**config.mk**
```make
export PLATFORM = sky130hd
export DESIGN_NAME = clkmgr_idle_reporter
export DESIGN_NICKNAME = d
export VERILOG_FILES = /design/src/rtl/clkmgr_pkg.sv /design/src/rtl/clkmgr_idle_outstanding_cnt.sv /design/src/rtl/clkmgr_idle_reporter.sv
export SDC_FILE = /design/constraint.sdc
export NUM_CORES = 1
export LEC_CHECK = 0
export BUFFER_PORTS_ARGS = -buffer_cell sky130_fd_sc_hd__buf_4
export CORE_ASPECT_RATIO = 1.2
export CORE_MARGIN = 4
export CORE_UTILIZATION = 48
export CTS_CLUSTER_SIZE = 20
export DETAILED_ROUTE_END_ITERATION = 6
export HOLD_SLACK_MARGIN = 0.05
export PLACE_DENSITY = 0.78
export SETUP_SLACK_MARGIN = 0.02
export SLEW_MARGIN = 20
export SYNTH_ARGS = -nofsm -noshare
export SYNTH_HDL_FRONTEND = slang
export SYNTH_HIERARCHICAL = 1
export SYNTH_SLANG_ARGS = --single-unit
```
**constraint.sdc**
```tcl
create_clock -name clk_i -period 2.5 [get_ports clk_i]
set_clock_uncertainty 0.2 [all_clocks]
set_input_delay 0.75 -clock clk_i [delete_from_list [all_inputs] [get_ports clk_i]]
set_output_delay 0.75 -clock clk_i [all_outputs]
set_load 0.02 [all_outputs]
```
**src/rtl/clkmgr_pkg.sv**
```systemverilog
// Shared types for the clkmgr idle reporter: mubi4 encoding and reporter FSM states.
// Optional feature macro: CLKMGR_IDLE_REPORTER_STATS_EN (see clkmgr_idle_reporter).
package clkmgr_pkg;

    typedef logic [3:0] mubi4_t;

    localparam mubi4_t MuBi4True  = 4'h6;
    localparam mubi4_t MuBi4False = 4'h9;

    localparam int IdleRepCntW = 16;

    typedef enum logic [1:0] {
        IdleRepActive   = 2'd0,
        IdleRepDraining = 2'd1,
        IdleRepIdle     = 2'd2,
        IdleRepWaking   = 2'd3
    } idle_rep_state_e;

endpackage

```
**src/rtl/clkmgr_idle_outstanding_cnt.sv**
```systemverilog
// Saturating up/down outstanding-transaction counter with a sticky underflow flag.
module clkmgr_idle_outstanding_cnt #(
    parameter int MaxCnt = 4,
    parameter int CntW   = $clog2(MaxCnt + 1)
) (
    input  logic            clk_i,
    input  logic            rst_ni,
    input  logic            inc_i,
    input  logic            dec_i,
    output logic [CntW-1:0] cnt_o,
    output logic            err_o
);

    logic [CntW-1:0] cnt_reg;
    logic            err_reg;

    // A simultaneous inc/dec cancels out and never flags underflow.
    always_ff @(posedge clk_i or negedge rst_ni) begin
        if (!rst_ni) begin
            cnt_reg <= '0;
            err_reg <= 1'b0;
        end else if (inc_i && !dec_i) begin
            if (cnt_reg < CntW'(MaxCnt)) begin
                cnt_reg <= cnt_reg + 1'b1;
            end
        end else if (dec_i && !inc_i) begin
            if (cnt_reg == '0) begin
                err_reg <= 1'b1;
            end else begin
                cnt_reg <= cnt_reg - 1'b1;
            end
        end
    end

    assign cnt_o = cnt_reg;
    assign err_o = err_reg;

endmodule

```
**src/rtl/clkmgr_idle_reporter.sv**
```systemverilog
// IP-side idle reporter: hysteresis before reporting idle, wake stall before accepting work.
// Define CLKMGR_IDLE_REPORTER_STATS_EN to count Idle->Waking events on wake_cnt_o.
module clkmgr_idle_reporter
    import clkmgr_pkg::*;
#(
    parameter int NumBusy        = 2,
    parameter int IdleDelay      = 4,
    parameter int WakeCycles     = 3,
    parameter int MaxOutstanding = 4,
    parameter int OutW           = $clog2(MaxOutstanding + 1)
) (
    input  logic                   clk_i,
    input  logic                   rst_ni,
    input  logic [NumBusy-1:0]     busy_i,
    input  logic                   req_valid_i,
    output logic                   req_ready_o,
    output logic                   req_valid_o,
    input  logic                   req_ready_i,
    input  logic                   rsp_done_i,
    output mubi4_t                 idle_o,
    output logic [OutW-1:0]        outstanding_o,
    output logic                   err_o,
    output logic [IdleRepCntW-1:0] wake_cnt_o
);

    localparam int QuietW = $clog2(IdleDelay + 1);
    localparam int WakeW  = $clog2(WakeCycles + 1);

    idle_rep_state_e  state_reg;
    logic [QuietW-1:0] quiet_cnt_reg;
    logic [WakeW-1:0]  wake_cnt_reg;
    mubi4_t            idle_reg;

    logic [OutW-1:0] out_cnt;
    logic            quiescent;
    logic            gate_open;
    logic            accept;
    logic            wake_evt;

    assign quiescent   = ~|busy_i & (out_cnt == '0) & ~req_valid_i;
    assign gate_open   = (state_reg == IdleRepActive) & (out_cnt < OutW'(MaxOutstanding));
    assign req_valid_o = req_valid_i & gate_open;
    assign req_ready_o = req_ready_i & gate_open;
    assign accept      = req_valid_i & req_ready_o;
    assign wake_evt    = (state_reg == IdleRepIdle) & (req_valid_i | (|busy_i));

    clkmgr_idle_outstanding_cnt #(
        .MaxCnt (MaxOutstanding),
        .CntW   (OutW)
    ) u_outstanding_cnt (
        .clk_i  (clk_i),
        .rst_ni (rst_ni),
        .inc_i  (accept),
        .dec_i  (rsp_done_i),
        .cnt_o  (out_cnt),
        .err_o  (err_o)
    );

    always_ff @(posedge clk_i or negedge rst_ni) begin
        if (!rst_ni) begin
            state_reg     <= IdleRepActive;
            quiet_cnt_reg <= '0;
            wake_cnt_reg  <= '0;
            idle_reg      <= MuBi4False;
        end else begin
            unique case (state_reg)
                IdleRepActive: begin
                    if (quiescent) begin
                        // IdleDelay==1 skips Draining so idle still follows one quiet cycle.
                        if (IdleDelay == 1) begin
                            state_reg     <= IdleRepIdle;
                            idle_reg      <= MuBi4True;
                            quiet_cnt_reg <= '0;
                        end else begin
                            state_reg     <= IdleRepDraining;
                            quiet_cnt_reg <= QuietW'(1);
                        end
                    end else begin
                        quiet_cnt_reg <= '0;
                    end
                end
                IdleRepDraining: begin
                    if (!quiescent) begin
                        state_reg     <= IdleRepActive;
                        quiet_cnt_reg <= '0;
                    end else if (quiet_cnt_reg == QuietW'(IdleDelay - 1)) begin
                        state_reg     <= IdleRepIdle;
                        idle_reg      <= MuBi4True;
                        quiet_cnt_reg <= '0;
                    end else begin
                        quiet_cnt_reg <= quiet_cnt_reg + 1'b1;
                    end
                end
                IdleRepIdle: begin
                    if (wake_evt) begin
                        state_reg    <= IdleRepWaking;
                        wake_cnt_reg <= WakeW'(WakeCycles);
                        idle_reg     <= MuBi4False;
                    end
                end
                IdleRepWaking: begin
                    wake_cnt_reg <= wake_cnt_reg - 1'b1;
                    if (wake_cnt_reg == WakeW'(1)) begin
                        state_reg <= IdleRepActive;
                    end
                end
                default: begin
                    state_reg <= IdleRepActive;
                    idle_reg  <= MuBi4False;
                end
            endcase
        end
    end

`ifdef CLKMGR_IDLE_REPORTER_STATS_EN
    logic [IdleRepCntW-1:0] wake_evt_cnt_reg;

    always_ff @(posedge clk_i or negedge rst_ni) begin
        if (!rst_ni) begin
            wake_evt_cnt_reg <= '0;
        end else if (wake_evt && (wake_evt_cnt_reg != '1)) begin
            wake_evt_cnt_reg <= wake_evt_cnt_reg + 1'b1;
        end
    end

    assign wake_cnt_o = wake_evt_cnt_reg;
`else
    assign wake_cnt_o = '0;
`endif

    assign idle_o        = idle_reg;
    assign outstanding_o = out_cnt;

endmodule

```
After elaboration in Yosys (flattened, before gate mapping)

Cells that the tools add are included.

Add/sub/neg operators: 4
Multipliers: 0
Div/mod/pow operators: 0
$lt $le $gt $ge: 1
Equality and inequality tests: 13
Shift operators: 0
Mux-type cells: 19
Bitwise operators: 10
Reductions and logical operators: 17

Operator list:

| operator                                          | number |
|---|---|
| 2-to-1 mux 3 bit                                  | 6 |
| 2-to-1 mux 4 bit                                  | 3 |
| != test 2 bit (second input constant)             | 6 |
| 2-to-1 mux 2 bit                                  | 5 |
| one-hot mux 2 bit (4 select lines)                | 1 |
| one-hot mux 4 bit (2 select lines)                | 1 |
| AND reduction 4 bit                               | 2 |
| nonzero test 2 bit                                | 4 |
| AND 1 bit                                         | 7 |
| adder 3 x 1 -> 3 bit (second input constant)      | 2 |
| one-hot mux 3 bit (2 select lines)                | 1 |
| AND reduction 3 bit                               | 2 |
| == test 2 x 1 -> 1 bit (second input constant)    | 2 |
| == test 2 bit (second input constant)             | 2 |
| one-hot mux 2 bit (2 select lines)                | 1 |
| == test 3 x 2 -> 1 bit (second input constant)    | 1 |
| logical NOT 1 bit                                 | 3 |
| logical NOT 3 bit                                 | 1 |
| < comparator 3 bit (second input constant)        | 1 |
| != test 3 bit (second input constant)             | 1 |
| subtractor 3 x 1 -> 3 bit (second input constant) | 1 |
| logical AND 1 bit                                 | 2 |
| logical NOT 2 bit                                 | 1 |
| != test 2 x 1 -> 1 bit (second input constant)    | 1 |
| other kinds (6)                                   | 7 |

Bits in registers: 15
Bits in latches: 0
Memory bits (writable): 0
Bits in read-only memories: 0
Input port bits: 7
Memories: 0

Logic depth before layout (Yosys ltp)

Gate-level depths: netlist of the first run.

Depth in word-level cells: 8
Mapped depth: 9
Gate-level depth less buffers: 8

By module

The synthesis of the first run kept the hierarchy.

Modules (own cells, without submodules):

| module                      | times used | cells each | area an instance (um2) | seq. area each (um2) |
|---|---|---|---|---|
| clkmgr_idle_reporter        | 1          | 68         | 643.1                  | 226.5 |
| clkmgr_idle_outstanding_cnt | 1          | 25         | 249.0                  | 100.1 |

Worst setup path before layout of the first run

Ideal clock, no wire load.

Path kind: reg-to-reg
Start: reg u_outstanding_cnt.cnt_reg[2] (netlist: u_outstanding_cnt/cnt_o[2])
End: reg u_outstanding_cnt.cnt_reg[1] (netlist: u_outstanding_cnt/cnt_o[1])
Library setup time: 0.131 ns
Arrival: 1.981 ns
Data required time: 2.169 ns
Slack: 0.187 ns
Stages on the path, launching flop included: 8
Path through: dfrtp_1 nor3_1 and3_1 ha_1 inv_1 fa_1 o32ai_1 a21oi_2

Longest elaborated chain between the ends: 8

Ends and longest elaborated chain:

| element                              | line                              | source |
|---|---|---|
| start: declaration                   | clkmgr_idle_outstanding_cnt.sv:14 | `logic [CntW-1:0] cnt_reg;` |
| start signal: assignment             | clkmgr_idle_outstanding_cnt.sv:24 | `cnt_reg <= cnt_reg + 1'b1;` |
| start signal: assignment             | clkmgr_idle_outstanding_cnt.sv:30 | `cnt_reg <= cnt_reg - 1'b1;` |
| < comparator 3 bit *                 | clkmgr_idle_reporter.sv:41        | `assign gate_open = (state_reg == IdleRepActive) & (out_cnt < OutW'(MaxOutstanding));` |
| AND 1 bit *                          | clkmgr_idle_reporter.sv:41        |  |
| AND 1 bit *                          | clkmgr_idle_reporter.sv:43        | `assign req_ready_o = req_ready_i & gate_open;` |
| AND 1 bit *                          | clkmgr_idle_reporter.sv:44        | `assign accept = req_valid_i & req_ready_o;` |
| via accept                           | clkmgr_idle_reporter.sv:37        | `logic accept;` |
| logical NOT 1 bit                    | clkmgr_idle_outstanding_cnt.sv:26 | `end else if (dec_i && !inc_i) begin` |
| logical AND 1 bit                    | clkmgr_idle_outstanding_cnt.sv:26 |  |
| nonzero test 2 bit (no source line)  | --                                |  |
| AND reduction 3 bit (no source line) | --                                |  |

The timed path passes the listed nets; every way through them passes the cells marked *.
A chain may end at the register's enable or synchronous reset.

Worst setup path in the final report of the first run

Same ends and word-level chain as after synthesis.

==> report_table.html, run 1 <==
<table>
<tr><th>Metric</th><th>Value</th></tr>
<tr><th colspan="2">Synth</th></tr>
<tr><td>Synth Cell Area</td><td>892 um2</td></tr>
<tr><td>Count of warnings emitted by yosys</td><td>6</td></tr>
<tr><td>Syn Area/Cell</td><td>9.59 um2</td></tr>
<tr><td>Register area share after synthesis</td><td>0.366</td></tr>
<tr><td>Synth Register Bits</td><td>13</td></tr>
<tr><td>Post-Synthesis Cells</td><td>93</td></tr>
<tr><td>Number of distinct standard cells referenced by the synthesized netlist</td><td>36</td></tr>
<tr><th colspan="2">Routing</th></tr>
<tr><td>Final routed DRC violation total</td><td>0</td></tr>
<tr><td>Routed WL</td><td>1660 um</td></tr>
<tr><td>Violation count after the first detailed-routing iteration</td><td>5</td></tr>
<tr><td>Drt first pass iters</td><td>4</td></tr>
<tr><td>Number of vias per cell</td><td>5.32</td></tr>
<tr><td>Total vias in the final route</td><td>692</td></tr>
<tr><td>Post-DR wirelength/cell</td><td>12.7 um</td></tr>
<tr><td>Antenna-violating nets left</td><td>0</td></tr>
<tr><th colspan="2">Placement</th></tr>
<tr><td>Detailed placer's ending HPWL</td><td>1340 um</td></tr>
<tr><td>Number of instances in the placed design</td><td>126</td></tr>
<tr><td>PortBufs</td><td>16</td></tr>
<tr><td>Last weighted congestion value of the routability-driven placer</td><td>0.829</td></tr>
<tr><th colspan="2">Run</th></tr>
<tr><td>Max-cap viol count</td><td>0</td></tr>
<tr><th colspan="2">Setup path</th></tr>
<tr><td>Worst reg-to-reg path cell count</td><td>7</td></tr>
<tr><td>Total buffers and inverters traversed by the critical path</td><td>1</td></tr>
<tr><td>Slowest CP cell</td><td>sky130_fd_sc_hd__fa_1</td></tr>
<tr><td>Cells along the critical path</td><td>nor3_1 -&gt; and3_1 -&gt; ha_1 -&gt; inv_1 -&gt; fa_1 -&gt; o32ai_1 -&gt; a21oi_2</td></tr>
<tr><td>Kind of cell adding the most delay to the critical path</td><td>adder cells</td></tr>
<tr><td>Worst EP arrival</td><td>2.28 ns</td></tr>
<tr><td>Peak fanout along the critical path</td><td>3</td></tr>
<tr><td>Reg2Reg Launch Point</td><td>u_outstanding_cnt/cnt_o[2]</td></tr>
<tr><td>Internal reg-to-reg setup slack</td><td>0.18 ns</td></tr>
<tr><td>Max stage delay on crit path</td><td>0.46 ns</td></tr>
<tr><td>WS Path Type</td><td>reg2reg</td></tr>
<tr><td>Endpoint of the worst-slack reg-to-reg timing path</td><td>u_outstanding_cnt/cnt_o[1]</td></tr>
<tr><td>Critical path capture point type</td><td>flip-flop</td></tr>
<tr><td>Startpoint types</td><td>flip-flop</td></tr>
<tr><td>Data required time of the critical path</td><td>2.46 ns</td></tr>
<tr><th colspan="2">GRT</th></tr>
<tr><td>Global-route wire length before repair</td><td>2570 um</td></tr>
<tr><td>Global-route usage over all layers</td><td>0.136</td></tr>
<tr><td>Number of global-route vias before repair</td><td>628</td></tr>
<tr><td>Total global routing overflow</td><td>0</td></tr>
<tr><td>Initial antenna violation count</td><td>0</td></tr>
<tr><td>Maximum number of pins on one net before global-route repair</td><td>15</td></tr>
<tr><th colspan="2">Floorplan</th></tr>
<tr><td>Starting density of the core</td><td>0.524</td></tr>
<tr><td>Area of the core region</td><td>1700 um2</td></tr>
<tr><td>Total number of placement rows</td><td>16</td></tr>
<tr><td>Y dimension of the die</td><td>55.2 um</td></tr>
<tr><td>Chip Width</td><td>47.4 um</td></tr>
<tr><td>Num ports</td><td>33</td></tr>
<tr><td>Total Die Area</td><td>2620 um2</td></tr>
<tr><th colspan="2">Timing</th></tr>
<tr><td>RSZ-0062 raised after global routing</td><td>no</td></tr>
<tr><td>Count of final hold-check violations</td><td>0</td></tr>
<tr><td>Total negative slack</td><td>0 ns</td></tr>
<tr><td>Total of endpoints with negative setup slack in the final report</td><td>0</td></tr>
<tr><td>Final slew viol count</td><td>0</td></tr>
<tr><td>Portion of the clock cycle consumed by the worst path in the final layout</td><td>0.929</td></tr>
<tr><td>Min Clock Period, post-route</td><td>2.32 ns</td></tr>
<tr><td>Highest attainable clock frequency</td><td>430 MHz</td></tr>
<tr><th colspan="2">CTS</th></tr>
<tr><td>Clock Latency Late Sink</td><td>0.28 ns</td></tr>
<tr><td>Cell at the root of the clock tree</td><td>sky130_fd_sc_hd__clkbuf_4</td></tr>
<tr><td>Clock Path Buffers</td><td>2</td></tr>
<tr><td>H-tree Lvls</td><td>1</td></tr>
<tr><td>Clock tree from TritonCTS</td><td>built</td></tr>
<tr><td>Number of buffers inserted during clock tree synthesis</td><td>3</td></tr>
<tr><td>Hold-fix buffers, CTS</td><td>0</td></tr>
<tr><td>Post-CTS setup buffer count</td><td>0</td></tr>
<tr><td>Clk pin slew, worst setup/hold paths</td><td>0.08 ns</td></tr>
<tr><td>CTS sink cnt</td><td>13</td></tr>
<tr><td>Post-CTS Resized</td><td>0</td></tr>
<tr><th colspan="2">Power</th></tr>
<tr><td>Relative contribution of the clock network to total power</td><td>0.179</td></tr>
<tr><td>Share of total power in sequential cells</td><td>0.378</td></tr>
<tr><td>IR Drop Worst-Case VDD</td><td>0.544 mV</td></tr>
<tr><td>Switching Share</td><td>0.402</td></tr>
<tr><td>Net switching component of the power</td><td>0.290 mW</td></tr>
<tr><td>Portion of total power attributed to combinational logic</td><td>0.442</td></tr>
<tr><td>Power Internal</td><td>0.431 mW</td></tr>
<tr><td>Areal power density over the cells</td><td>728 nW/um2</td></tr>
<tr><td>Standby leakage power</td><td>0.489 nW</td></tr>
<tr><th colspan="2">Finish</th></tr>
<tr><td>Commonest non-fill, non-tap cells in the layout</td><td>20 x sky130_fd_sc_hd__buf_4, 16 x sky130_fd_sc_hd__conb_1, 12 x sky130_fd_sc_hd__dfrtp_1, 7 x sky130_fd_sc_hd__inv_1</td></tr>
<tr><td>Inserted Diodes</td><td>0</td></tr>
<tr><td>Most frequent standard cell in the layout excluding fill and tap cells</td><td>sky130_fd_sc_hd__buf_4</td></tr>
<tr><td>Fraction of layout cells with a size suffix above 1</td><td>0.250</td></tr>
<tr><td>Final Instance Count excl. Fillers</td><td>130</td></tr>
<tr><td>Area growth from synthesis to layout</td><td>10.9%</td></tr>
<tr><td>Final nets</td><td>125</td></tr>
<tr><td>Share of the core filled with cells in the final layout</td><td>0.582</td></tr>
<tr><th colspan="2">Run status</th></tr>
<tr><td>Run status</td><td>completed</td></tr>
<tr><th colspan="2">Worst hold path</th></tr>
<tr><td>Min-delay worst type</td><td>in2async</td></tr>
</table>
==> synth_stat cells (all sizes together) <==
master  number  share of area
buf         20           0.18
dfrtp       12           0.34
inv          7          0.029
nand2        5          0.021
nor3         5          0.034
o21ai        5          0.028
ha           4          0.056
a21oi        3          0.021
a31oi        3          0.021
and2         3          0.022
a21o         2          0.017
a32o         2          0.022
and3         2          0.014
nor2b        2          0.014
a211oi       1         0.0084
a21boi       1         0.0084
a31o         1         0.0098
conb         1         0.0042
dfstp        1          0.029
fa           1          0.022
mux2         1          0.013
nand3        1         0.0056
nand3b       1         0.0084
nor3b        1         0.0084
nor4         1         0.0070
o21a         1         0.0084
o21bai       1         0.0084
o22a         1         0.0098
o311ai       1         0.0098
o31ai        1         0.0084
o32ai        1         0.0098
or3          1         0.0070
==> stage by stage <==
step	cell area (um2)	setup slack, ns	hold WS [ns]	power [mW]
after floorplan	948	0.187	0.254	0.497
final	990	0.177	0.0971	0.720
after CTS	990	0.188	0.0991	0.724
after global routing	990	0.0478	0.0950	0.771
after global placement	963	0.114	0.255	0.580
after detailed placement	963	0.0596	0.250	0.594
==> cell type report <==
class,count,area [um2]
inverter,7,26.3
tap,18,22.5
sequential,13,327
clock buffer,4,26.3
timing repair buffer,20,150
multi-input combinational,68,438
fill,159,712
==> cell families (layout without fill, tap and decap cells) <==
| kind of cell | count (synthesis) | after routing | share of synthesized area |
|---|---|---|---|
| buf+inv | 27 | 31 | 0.206 |
| compound gates | 24 | 24 | 0.191 |
| simple gates | 22 | 22 | 0.142 |
| flops | 13 | 13 | 0.366 |
| fa+ha+maj | 5 | 5 | 0.0785 |
| other cells | 1 | 16 | 0.00420 |
| mux | 1 | 1 | 0.0126 |
==> worst max path at each step <==
| stage | slack (ns) | startpoint | to | cells after the start |
|---|---|---|---|---|
| floorplan | 0.19 | u_outstanding_cnt/cnt_o[2] | u_outstanding_cnt/cnt_o[1] | 7 |
| global placement | 0.11 | req_ready_i | u_outstanding_cnt/cnt_o[1] | 7 |
| detailed placement | 0.06 | req_ready_i | u_outstanding_cnt/cnt_o[1] | 7 |
| CTS | 0.19 | u_outstanding_cnt/cnt_o[2] | u_outstanding_cnt/cnt_o[1] | 7 |
| global route | 0.05 | u_outstanding_cnt/cnt_o[2] | u_outstanding_cnt/cnt_o[1] | 7 |
| finish | 0.18 | u_outstanding_cnt/cnt_o[2] | u_outstanding_cnt/cnt_o[1] | 7 |
==> worst register-to-register path: stages (launching register included) <==
cell                      delay (ns)
sky130_fd_sc_hd__dfrtp_1        0.39
sky130_fd_sc_hd__nor3_1         0.33
sky130_fd_sc_hd__and3_1         0.24
sky130_fd_sc_hd__ha_1           0.17
sky130_fd_sc_hd__inv_1          0.07
sky130_fd_sc_hd__fa_1           0.46
sky130_fd_sc_hd__o32ai_1        0.30
sky130_fd_sc_hd__a21oi_2        0.05
==> power groups by stage <==
stage                     Clock, mW  Sequential, mW  Combinational (mW)
after detailed placement          0           0.277               0.317
final                         0.129           0.272               0.319
after global routing          0.144           0.279               0.349
after CTS                     0.134           0.273               0.317
after global placement            0           0.275               0.305
after floorplan                   0           0.306               0.191
==> metal layers <==
metal | up-vias | track usage | wire [um]
met5 | - | 0 | 0
li1 | 333 | - | -
met2 | 29 | 0.203 | 817
met1 | 325 | 0.164 | 668
met4 | 0 | 0.107 | 57
met3 | 5 | 0.0195 | 113
(Power assumes the default switching activity.)
==> inputs of run 2 (changes only) <==
--- a/config.mk
+++ b/config.mk
@@ -6,13 +6,12 @@
 export NUM_CORES = 1
 export LEC_CHECK = 0
 export BUFFER_PORTS_ARGS = -buffer_cell sky130_fd_sc_hd__buf_4
-export CORE_ASPECT_RATIO = 1.2
 export CORE_MARGIN = 4
-export CORE_UTILIZATION = 48
+export CORE_UTILIZATION = 51
 export CTS_CLUSTER_SIZE = 20
 export DETAILED_ROUTE_END_ITERATION = 6
 export HOLD_SLACK_MARGIN = 0.05
-export PLACE_DENSITY = 0.78
+export PLACE_DENSITY = 0.82
 export SETUP_SLACK_MARGIN = 0.02
 export SLEW_MARGIN = 20
 export SYNTH_ARGS = -nofsm -noshare
==> constraint.sdc (replaced) <==
create_clock -name clk_i -period 2.76 [get_ports clk_i]
set_clock_uncertainty 0.2 [all_clocks]
set_input_delay 0.828 -clock clk_i [delete_from_list [all_inputs] [get_ports clk_i]]
set_output_delay 0.828 -clock clk_i [all_outputs]
set_load 0.02 [all_outputs]
==> report_table.html, run 2 (synthesized netlist as in run 1, its figures left out) <==
<table>
<tr><th>Metric</th><th>Value</th></tr>
<tr><th colspan="2">Run status</th></tr>
<tr><td>Run status</td><td>completed</td></tr>
<tr><th colspan="2">Floorplan</th></tr>
<tr><td>Area of the core region</td><td>1580 um2 (-7.4%)</td></tr>
<tr><td>Starting density of the core</td><td>0.566 (+0.0416)</td></tr>
<tr><td>Total number of placement rows</td><td>14 (-2)</td></tr>
<tr><td>Total Die Area</td><td>2480 um2 (-5.1%)</td></tr>
<tr><td>Num ports</td><td>33 (unchanged)</td></tr>
<tr><td>Y dimension of the die</td><td>49.8 um (-9.8%)</td></tr>
<tr><td>Chip Width</td><td>49.8 um (+5.2%)</td></tr>
<tr><th colspan="2">Timing</th></tr>
<tr><td>Count of final hold-check violations</td><td>0 (unchanged)</td></tr>
<tr><td>Total negative slack</td><td>0 ns (unchanged)</td></tr>
<tr><td>Highest attainable clock frequency</td><td>405 MHz (-5.9%)</td></tr>
<tr><td>Min Clock Period, post-route</td><td>2.47 ns (+0.146 ns)</td></tr>
<tr><td>Final slew viol count</td><td>0 (unchanged)</td></tr>
<tr><td>Worst Slack Setup Final</td><td>0.291 ns (+0.114 ns)</td></tr>
<tr><td>Total of endpoints with negative setup slack in the final report</td><td>0 (unchanged)</td></tr>
<tr><td>Portion of the clock cycle consumed by the worst path in the final layout</td><td>0.895 (-0.0346)</td></tr>
<tr><td>RSZ-0062 raised after global routing</td><td>no</td></tr>
<tr><td>Worst hold-check slack</td><td>0.181 ns (+0.0842 ns)</td></tr>
<tr><th colspan="2">CTS</th></tr>
<tr><td>Number of buffers inserted during clock tree synthesis</td><td>3 (unchanged)</td></tr>
<tr><td>Clk pin slew, worst setup/hold paths</td><td>0.08 ns (about the same)</td></tr>
<tr><td>Post-CTS setup buffer count</td><td>0 (unchanged)</td></tr>
<tr><td>Clock tree from TritonCTS</td><td>built</td></tr>
<tr><td>CTS sink cnt</td><td>13 (unchanged)</td></tr>
<tr><td>Clock Path Buffers</td><td>2 (unchanged)</td></tr>
<tr><td>Cell at the root of the clock tree</td><td>sky130_fd_sc_hd__clkbuf_4</td></tr>
<tr><td>Clock Latency Late Sink</td><td>0.27 ns (about the same)</td></tr>
<tr><td>H-tree Lvls</td><td>1 (unchanged)</td></tr>
<tr><td>Post-CTS Resized</td><td>0 (unchanged)</td></tr>
<tr><td>Hold-fix buffers, CTS</td><td>0 (unchanged)</td></tr>
<tr><th colspan="2">Routing</th></tr>
<tr><td>Violation count after the first detailed-routing iteration</td><td>17 (+12)</td></tr>
<tr><td>Drt first pass iters</td><td>4 (unchanged)</td></tr>
<tr><td>Number of vias per cell</td><td>5.36 (+0.69%)</td></tr>
<tr><td>Total vias in the final route</td><td>670 (-3.2%)</td></tr>
<tr><td>Antenna-violating nets left</td><td>0 (unchanged)</td></tr>
<tr><td>Final routed DRC violation total</td><td>0 (unchanged)</td></tr>
<tr><td>Post-DR wirelength/cell</td><td>13.0 um (+2.2%)</td></tr>
<tr><td>Routed WL</td><td>1630 um (-1.7%)</td></tr>
<tr><th colspan="2">Worst hold path</th></tr>
<tr><td>Min-delay worst type</td><td>in2async</td></tr>
<tr><th colspan="2">Finish</th></tr>
<tr><td>Most frequent standard cell in the layout excluding fill and tap cells</td><td>sky130_fd_sc_hd__buf_4</td></tr>
<tr><td>Finished layout cell area</td><td>965 um2 (-2.5%)</td></tr>
<tr><td>Commonest non-fill, non-tap cells in the layout</td><td>17 x sky130_fd_sc_hd__buf_4, 16 x sky130_fd_sc_hd__conb_1, 12 x sky130_fd_sc_hd__dfrtp_1, 7 x sky130_fd_sc_hd__inv_1</td></tr>
<tr><td>Fraction of layout cells with a size suffix above 1</td><td>0.229 (-0.0206)</td></tr>
<tr><td>Inserted Diodes</td><td>0 (unchanged)</td></tr>
<tr><td>Area growth from synthesis to layout</td><td>8.13%</td></tr>
<tr><td>Final nets</td><td>122 (-2.4%)</td></tr>
<tr><td>Share of the core filled with cells in the final layout</td><td>0.612 (+0.0303)</td></tr>
<tr><td>Final Instance Count excl. Fillers</td><td>125 (-3.8%)</td></tr>
<tr><th colspan="2">Setup path</th></tr>
<tr><td>Max stage delay on crit path</td><td>0.48 ns (+0.02 ns)</td></tr>
<tr><td>Worst EP arrival</td><td>2.43 ns (+0.15 ns)</td></tr>
<tr><td>Startpoint types</td><td>flip-flop</td></tr>
<tr><td>Cells along the critical path</td><td>nor3_1 -&gt; and3_1 -&gt; ha_1 -&gt; inv_1 -&gt; fa_1 -&gt; o32ai_1 -&gt; a21oi_2</td></tr>
<tr><td>Slowest CP cell</td><td>sky130_fd_sc_hd__dfrtp_1</td></tr>
<tr><td>Data required time of the critical path</td><td>2.72 ns (+0.26 ns)</td></tr>
<tr><td>WS Path Type</td><td>reg2reg</td></tr>
<tr><td>Reg2Reg Launch Point</td><td>u_outstanding_cnt/cnt_o[2]</td></tr>
<tr><td>Kind of cell adding the most delay to the critical path</td><td>adder cells</td></tr>
<tr><td>Total buffers and inverters traversed by the critical path</td><td>1 (unchanged)</td></tr>
<tr><td>Worst reg-to-reg path cell count</td><td>7 (unchanged)</td></tr>
<tr><td>Critical path capture point type</td><td>flip-flop</td></tr>
<tr><td>Endpoint of the worst-slack reg-to-reg timing path</td><td>u_outstanding_cnt/cnt_o[1]</td></tr>
<tr><td>Critical path depth in cells</td><td>7 (unchanged)</td></tr>
<tr><td>Internal reg-to-reg setup slack</td><td>0.29 ns (+0.11 ns)</td></tr>
<tr><td>Peak fanout along the critical path</td><td>10 (+7)</td></tr>
<tr><td>Start point of the critical path</td><td>u_outstanding_cnt/cnt_o[2]</td></tr>
<tr><td>Crit path capture</td><td>u_outstanding_cnt/cnt_o[1]</td></tr>
<tr><th colspan="2">GRT</th></tr>
<tr><td>Initial antenna violation count</td><td>0 (unchanged)</td></tr>
<tr><td>Maximum number of pins on one net before global-route repair</td><td>15 (unchanged)</td></tr>
<tr><td>Total global routing overflow</td><td>0 (unchanged)</td></tr>
<tr><td>Number of global-route vias before repair</td><td>606 (-3.5%)</td></tr>
<tr><td>Global-route wire length before repair</td><td>2550 um (-1.0%)</td></tr>
<tr><td>Global-route usage over all layers</td><td>0.135 (-0.00107)</td></tr>
<tr><th colspan="2">Placement</th></tr>
<tr><td>Last weighted congestion value of the routability-driven placer</td><td>0.782 (-5.6%)</td></tr>
<tr><td>PortBufs</td><td>16 (unchanged)</td></tr>
<tr><td>Placed cell areas</td><td>938 um2 (-2.6%)</td></tr>
<tr><td>Number of instances in the placed design</td><td>121 (-4.0%)</td></tr>
<tr><td>Detailed placer's ending HPWL</td><td>1290 um (-3.8%)</td></tr>
<tr><td>Pre-CTS setup slack</td><td>0.194 ns (+0.134 ns)</td></tr>
<tr><th colspan="2">Power</th></tr>
<tr><td>Areal power density over the cells</td><td>660 nW/um2 (-9.4%)</td></tr>
<tr><td>Standby leakage power</td><td>0.474 nW (-3.2%)</td></tr>
<tr><td>IR Drop Worst-Case VDD</td><td>0.426 mV (-22%)</td></tr>
<tr><td>Overall power after layout</td><td>0.636 mW (-12%)</td></tr>
<tr><th colspan="2">Run</th></tr>
<tr><td>Max-cap viol count</td><td>0 (unchanged)</td></tr>
</table>
[run 2: cell type report]
| type | instances | area, um2 |
|---|---|---|
| fill | 143 | 612 |
| multi-input combinational | 68 | 438 |
| sequential | 13 | 327 |
| timing repair buffer | 17 | 128 |
| clock buffer | 4 | 26.3 |
| inverter | 7 | 26.3 |
| tap | 16 | 20.0 |
[run 2: worst reg2reg max path, stage by stage (launching register included)]
cell                      delay, ns
sky130_fd_sc_hd__dfrtp_1       0.48
sky130_fd_sc_hd__nor3_1        0.33
sky130_fd_sc_hd__and3_1        0.23
sky130_fd_sc_hd__ha_1          0.22
sky130_fd_sc_hd__inv_1         0.10
sky130_fd_sc_hd__fa_1          0.46
sky130_fd_sc_hd__o32ai_1       0.29
sky130_fd_sc_hd__a21oi_2       0.05
[run 2: how the worst min path moves through the flow]
stage	startpoint	to	slack, ns
floorplan	wake_cnt_reg[1]	wake_cnt_reg[1]	0.26
global placement	u_outstanding_cnt/err_o	u_outstanding_cnt/err_o	0.24
detailed placement	u_outstanding_cnt/err_o	u_outstanding_cnt/err_o	0.25
CTS	rst_ni	quiet_cnt_reg[0]	0.18
global route	rst_ni	quiet_cnt_reg[0]	0.17
finish	rst_ni	quiet_cnt_reg[0]	0.18
[run 2: layer usage]
| metal | track usage | vias to the layer above | part of all wire | wire length [um] |
|---|---|---|---|---|
| li1 | - | 324 | - | - |
| met3 | 0.0422 | 2 | 0.074 | 121 |
| met1 | 0.165 | 314 | 0.45 | 729 |
| met2 | 0.211 | 30 | 0.47 | 761 |
| met5 | 0 | - | 0 | 0 |
| met4 | 0.0691 | 0 | 0.010 | 17 |
[run 2: power by group]
| part | switching (mW) | internal, mW |
|---|---|---|
| registers | 0.0490 | 0.214 |
| logic | 0.148 | 0.108 |
| clock network | 0.0610 | 0.0560 |
| total | 0.258 | 0.378 |
==> inputs of run 3 (changes only) <==
--- a/config.mk
+++ b/config.mk
@@ -5,13 +5,14 @@
 export SDC_FILE = /design/constraint.sdc
 export NUM_CORES = 1
 export LEC_CHECK = 0
+export ABC_AREA = 1
 export BUFFER_PORTS_ARGS = -buffer_cell sky130_fd_sc_hd__buf_4
 export CORE_MARGIN = 4
-export CORE_UTILIZATION = 51
+export CORE_UTILIZATION = 53
 export CTS_CLUSTER_SIZE = 20
 export DETAILED_ROUTE_END_ITERATION = 6
 export HOLD_SLACK_MARGIN = 0.05
-export PLACE_DENSITY = 0.82
+export PLACE_DENSITY = 0.84
 export SETUP_SLACK_MARGIN = 0.02
 export SLEW_MARGIN = 20
 export SYNTH_ARGS = -nofsm -noshare
==> report_table.html, run 3 <==
<table>
<tr><th>Metric</th><th>Value</th></tr>
<tr><th colspan="2">Finish</th></tr>
<tr><td>Area growth from synthesis to layout</td><td>8.97%</td></tr>
<tr><td>Finished layout cell area</td><td>1060 um2 (+10%)</td></tr>
<tr><td>Fraction of layout cells with a size suffix above 1</td><td>0.226 (-0.00333)</td></tr>
<tr><td>Most frequent standard cell in the layout excluding fill and tap cells</td><td>sky130_fd_sc_hd__nand2_1</td></tr>
<tr><td>Inserted Diodes</td><td>0 (unchanged)</td></tr>
<tr><td>Commonest non-fill, non-tap cells in the layout</td><td>33 x sky130_fd_sc_hd__nand2_1, 19 x sky130_fd_sc_hd__inv_1, 16 x sky130_fd_sc_hd__conb_1, 16 x sky130_fd_sc_hd__buf_4, 12 x sky130_fd_sc_hd__dfrtp_1</td></tr>
<tr><td>Final Instance Count excl. Fillers</td><td>171 (+37%)</td></tr>
<tr><td>Final nets</td><td>159 (+30%)</td></tr>
<tr><th colspan="2">Setup path</th></tr>
<tr><td>Worst EP arrival</td><td>1.33 ns (-1.10 ns)</td></tr>
<tr><td>Peak fanout along the critical path</td><td>10 (unchanged)</td></tr>
<tr><td>Data required time of the critical path</td><td>1.73 ns (-0.99 ns)</td></tr>
<tr><td>Startpoint types</td><td>flip-flop</td></tr>
<tr><td>WS Path Type</td><td>reg2out</td></tr>
<tr><td>Critical path capture point type</td><td>output pin</td></tr>
<tr><th colspan="2">Synth</th></tr>
<tr><td>EDFF count, synth</td><td>0 (unchanged)</td></tr>
<tr><td>Largest cells by area after synthesis</td><td>sky130_fd_sc_hd__dfrtp_1 31%, sky130_fd_sc_hd__buf_4 14%, sky130_fd_sc_hd__nand2_1 13%</td></tr>
<tr><td>Synth Area in XOR/XNOR</td><td>0.00897 (+0.00897)</td></tr>
<tr><td>Area share of the largest cell type after synthesis</td><td>0.308 (-0.0289)</td></tr>
<tr><td>Count of warnings emitted by yosys</td><td>6 (unchanged)</td></tr>
<tr><td>Proportion of synthesized area in mux cells</td><td>0 (-0.0126)</td></tr>
<tr><td>Register area share after synthesis</td><td>0.335 (-0.0314)</td></tr>
<tr><td>Largest area contributor in the synthesized netlist</td><td>sky130_fd_sc_hd__dfrtp_1</td></tr>
<tr><td>Synthesized-area fraction occupied by and/or/nand/nor cells</td><td>0.299 (+0.157)</td></tr>
<tr><td>Synth Cell Area</td><td>976 um2 (+9.4%)</td></tr>
<tr><td>Number of distinct standard cells referenced by the synthesized netlist</td><td>25 (-31%)</td></tr>
<tr><td>Syn Area/Cell</td><td>7.51 um2 (-22%)</td></tr>
<tr><td>Ranking of synthesized cells by instance count</td><td>33 x sky130_fd_sc_hd__nand2_1, 19 x sky130_fd_sc_hd__inv_1, 18 x sky130_fd_sc_hd__buf_4, 12 x sky130_fd_sc_hd__dfrtp_1, 9 x sky130_fd_sc_hd__nor2_1</td></tr>
<tr><td>Adder-cell share of the synthesized area</td><td>0.0718 (-0.00675)</td></tr>
<tr><td>Fraction of the mapped netlist area in compound gates</td><td>0.0551 (-0.136)</td></tr>
<tr><td>Share of flip-flops with an asynchronous set or reset</td><td>1.00 (unchanged)</td></tr>
<tr><td>Most common cell in the synthesized netlist</td><td>sky130_fd_sc_hd__nand2_1</td></tr>
<tr><td>Largest family of logic cells by synthesized area</td><td>simple AND/OR/NAND/NOR gates</td></tr>
<tr><td>Synth Register Bits</td><td>13 (unchanged)</td></tr>
<tr><td>Dominant register cell in the synthesized netlist</td><td>sky130_fd_sc_hd__dfrtp_1</td></tr>
<tr><td>Post-Synthesis Cells</td><td>130 (+40%)</td></tr>
<tr><th colspan="2">Routing</th></tr>
<tr><td>Number of vias per cell</td><td>4.51 (-16%)</td></tr>
<tr><td>Antenna-violating nets left</td><td>0 (unchanged)</td></tr>
<tr><td>Total vias in the final route</td><td>772 (+15%)</td></tr>
<tr><td>Post-DR wirelength/cell</td><td>9.80 um (-25%)</td></tr>
<tr><td>Violation count after the first detailed-routing iteration</td><td>15 (-2)</td></tr>
<tr><td>Drt first pass iters</td><td>4 (unchanged)</td></tr>
<tr><td>Routed WL</td><td>1680 um (+2.8%)</td></tr>
<tr><td>Final routed DRC violation total</td><td>0 (unchanged)</td></tr>
<tr><th colspan="2">Timing</th></tr>
<tr><td>Final slew viol count</td><td>0 (unchanged)</td></tr>
<tr><td>Portion of the clock cycle consumed by the worst path in the final layout</td><td>0.853 (-0.0413)</td></tr>
<tr><td>Count of final hold-check violations</td><td>0 (unchanged)</td></tr>
<tr><td>Highest attainable clock frequency</td><td>425 MHz (+4.8%)</td></tr>
<tr><td>Total negative slack</td><td>0 ns (unchanged)</td></tr>
<tr><td>RSZ-0062 raised after global routing</td><td>no</td></tr>
<tr><td>Worst hold-check slack</td><td>0.182 ns (+0.000986 ns)</td></tr>
<tr><td>Min Clock Period, post-route</td><td>2.36 ns (-0.114 ns)</td></tr>
<tr><td>Total of endpoints with negative setup slack in the final report</td><td>0 (unchanged)</td></tr>
<tr><th colspan="2">GRT</th></tr>
<tr><td>Global-route wire length before repair</td><td>2880 um (+13%)</td></tr>
<tr><td>Total global routing overflow</td><td>0 (unchanged)</td></tr>
<tr><td>Initial antenna violation count</td><td>0 (unchanged)</td></tr>
<tr><td>Global-route usage over all layers</td><td>0.143 (+0.00761)</td></tr>
<tr><td>Maximum number of pins on one net before global-route repair</td><td>14 (-1)</td></tr>
<tr><td>Number of global-route vias before repair</td><td>684 (+13%)</td></tr>
<tr><th colspan="2">CTS</th></tr>
<tr><td>Post-CTS Resized</td><td>0 (unchanged)</td></tr>
<tr><td>Clock Path Buffers</td><td>2 (unchanged)</td></tr>
<tr><td>CTS sink cnt</td><td>13 (unchanged)</td></tr>
<tr><td>Clock Latency Late Sink</td><td>0.27 ns (about the same)</td></tr>
<tr><td>Clock tree from TritonCTS</td><td>built</td></tr>
<tr><td>Clk pin slew, worst setup/hold paths</td><td>0.08 ns (about the same)</td></tr>
<tr><td>Cell at the root of the clock tree</td><td>sky130_fd_sc_hd__clkbuf_4</td></tr>
<tr><td>H-tree Lvls</td><td>1 (unchanged)</td></tr>
<tr><td>Hold-fix buffers, CTS</td><td>0 (unchanged)</td></tr>
<tr><td>Number of buffers inserted during clock tree synthesis</td><td>3 (unchanged)</td></tr>
<tr><td>Post-CTS setup buffer count</td><td>0 (unchanged)</td></tr>
<tr><th colspan="2">Placement</th></tr>
<tr><td>Last weighted congestion value of the routability-driven placer</td><td>0.845 (+8.0%)</td></tr>
<tr><td>PortBufs</td><td>16 (unchanged)</td></tr>
<tr><td>Placed cell areas</td><td>1040 um2 (+11%)</td></tr>
<tr><td>Number of instances in the placed design</td><td>167 (+38%)</td></tr>
<tr><td>Detailed placer's ending HPWL</td><td>1410 um (+9.4%)</td></tr>
<tr><th colspan="2">Floorplan</th></tr>
<tr><td>Num ports</td><td>33 (unchanged)</td></tr>
<tr><td>Y dimension of the die</td><td>50.9 um (+2.2%)</td></tr>
<tr><td>Chip Width</td><td>50.9 um (+2.2%)</td></tr>
<tr><td>Area of the core region</td><td>1730 um2 (+9.5%)</td></tr>
<tr><td>Total number of placement rows</td><td>15 (+1)</td></tr>
<tr><td>Total Die Area</td><td>2590 um2 (+4.4%)</td></tr>
<tr><td>Starting density of the core</td><td>0.565 (-0.000656)</td></tr>
<tr><th colspan="2">Run</th></tr>
<tr><td>Max-cap viol count</td><td>0 (unchanged)</td></tr>
<tr><th colspan="2">Power</th></tr>
<tr><td>Areal power density over the cells</td><td>789 nW/um2 (+20%)</td></tr>
<tr><td>Standby leakage power</td><td>0.583 nW (+23%)</td></tr>
<tr><td>IR Drop Worst-Case VDD</td><td>0.494 mV (+16%)</td></tr>
<tr><td>Overall power after layout</td><td>0.839 mW (+32%)</td></tr>
<tr><th colspan="2">Run status</th></tr>
<tr><td>Run status</td><td>completed</td></tr>
<tr><th colspan="2">Worst hold path</th></tr>
<tr><td>Min-delay worst type</td><td>in2async</td></tr>
</table>
==> run 3: cell count changes after synthesis, sizes merged, moves of 3 or more <==
cell / delta
inv: +13
nor2: +15
nand3: +8
a31oi: -3
nor3: -4
nand2: +30
==> run 3: cell type report <==
cell class | instances | area, um2
fill | 169 | 663
multi-input combinational | 93 | 484
sequential | 13 | 327
timing repair buffer | 16 | 120
inverter | 20 | 75.1
tap | 25 | 31.3
clock buffer | 4 | 26.3
==> run 3: per-stage QoR <==
step	util	setup WS, ns
2_1_floorplan	-	0.420
3_3_place_gp	0.601	0.288
3_5_place_dp	0.601	0.217
4_1_cts	0.616	0.390
5_1_grt	0.616	0.219
6_report	0.616	0.405
==> run 3: kinds of logic (layout without fill, tap and decap cells) <==
group,Yosys count,after routing
AND/OR/NAND/NOR,63,63
buffers and inverters,39,40
flip-flops,13,13
AO/OA/AOI/OAI,8,8
adder cells (fa/ha/maj),5,5
other,1,16
XOR/XNOR,1,1
==> run 3: path summary, 6_finish.rpt <==
check	slack [ns]	cells after the start	startpoint	end
max in group asynchronous	1.95	1	rst_ni	idle_o[0]
min	0.18	1	rst_ni	state_reg[0]
min reg2reg	0.28	1	u_outstanding_cnt/err_o	u_outstanding_cnt/err_o
max reg2reg	0.43	11	flip-flop	u_outstanding_cnt/cnt_o[2]
max	0.40	4	flip-flop	req_valid_o
min in group clk_i	0.28	1	u_outstanding_cnt/err_o	u_outstanding_cnt/err_o
==> run 3: report_power, final <==
| group | internal [mW] | switching (mW) | total (mW) | leakage, nW |
|---|---|---|---|---|
| sequential | 0.239 | 0.0621 | 0.301 | 0.152 |
| clock | 0.0558 | 0.0589 | 0.115 | 0.0150 |
| combinational | 0.163 | 0.261 | 0.424 | 0.416 |
| total | 0.458 | 0.382 | 0.839 | 0.583 |
==> run 3: worst max-delay path, cell delays in order (launching register included) <==
cell                      delay, ns
sky130_fd_sc_hd__dfrtp_1       0.52
sky130_fd_sc_hd__nor2_1        0.19
sky130_fd_sc_hd__nand2_1       0.11
sky130_fd_sc_hd__nor2_1        0.10
sky130_fd_sc_hd__buf_4         0.15
==> run 3: per-layer routing <==
layer	vias up	global-route usage	part of all wire	wire (um)
met5	-	0	0	0
met4	0	0.0404	0.0090	15
met3	2	0.0321	0.053	89
met2	17	0.258	0.54	899
met1	356	0.167	0.40	671
li1	397	-	-	-
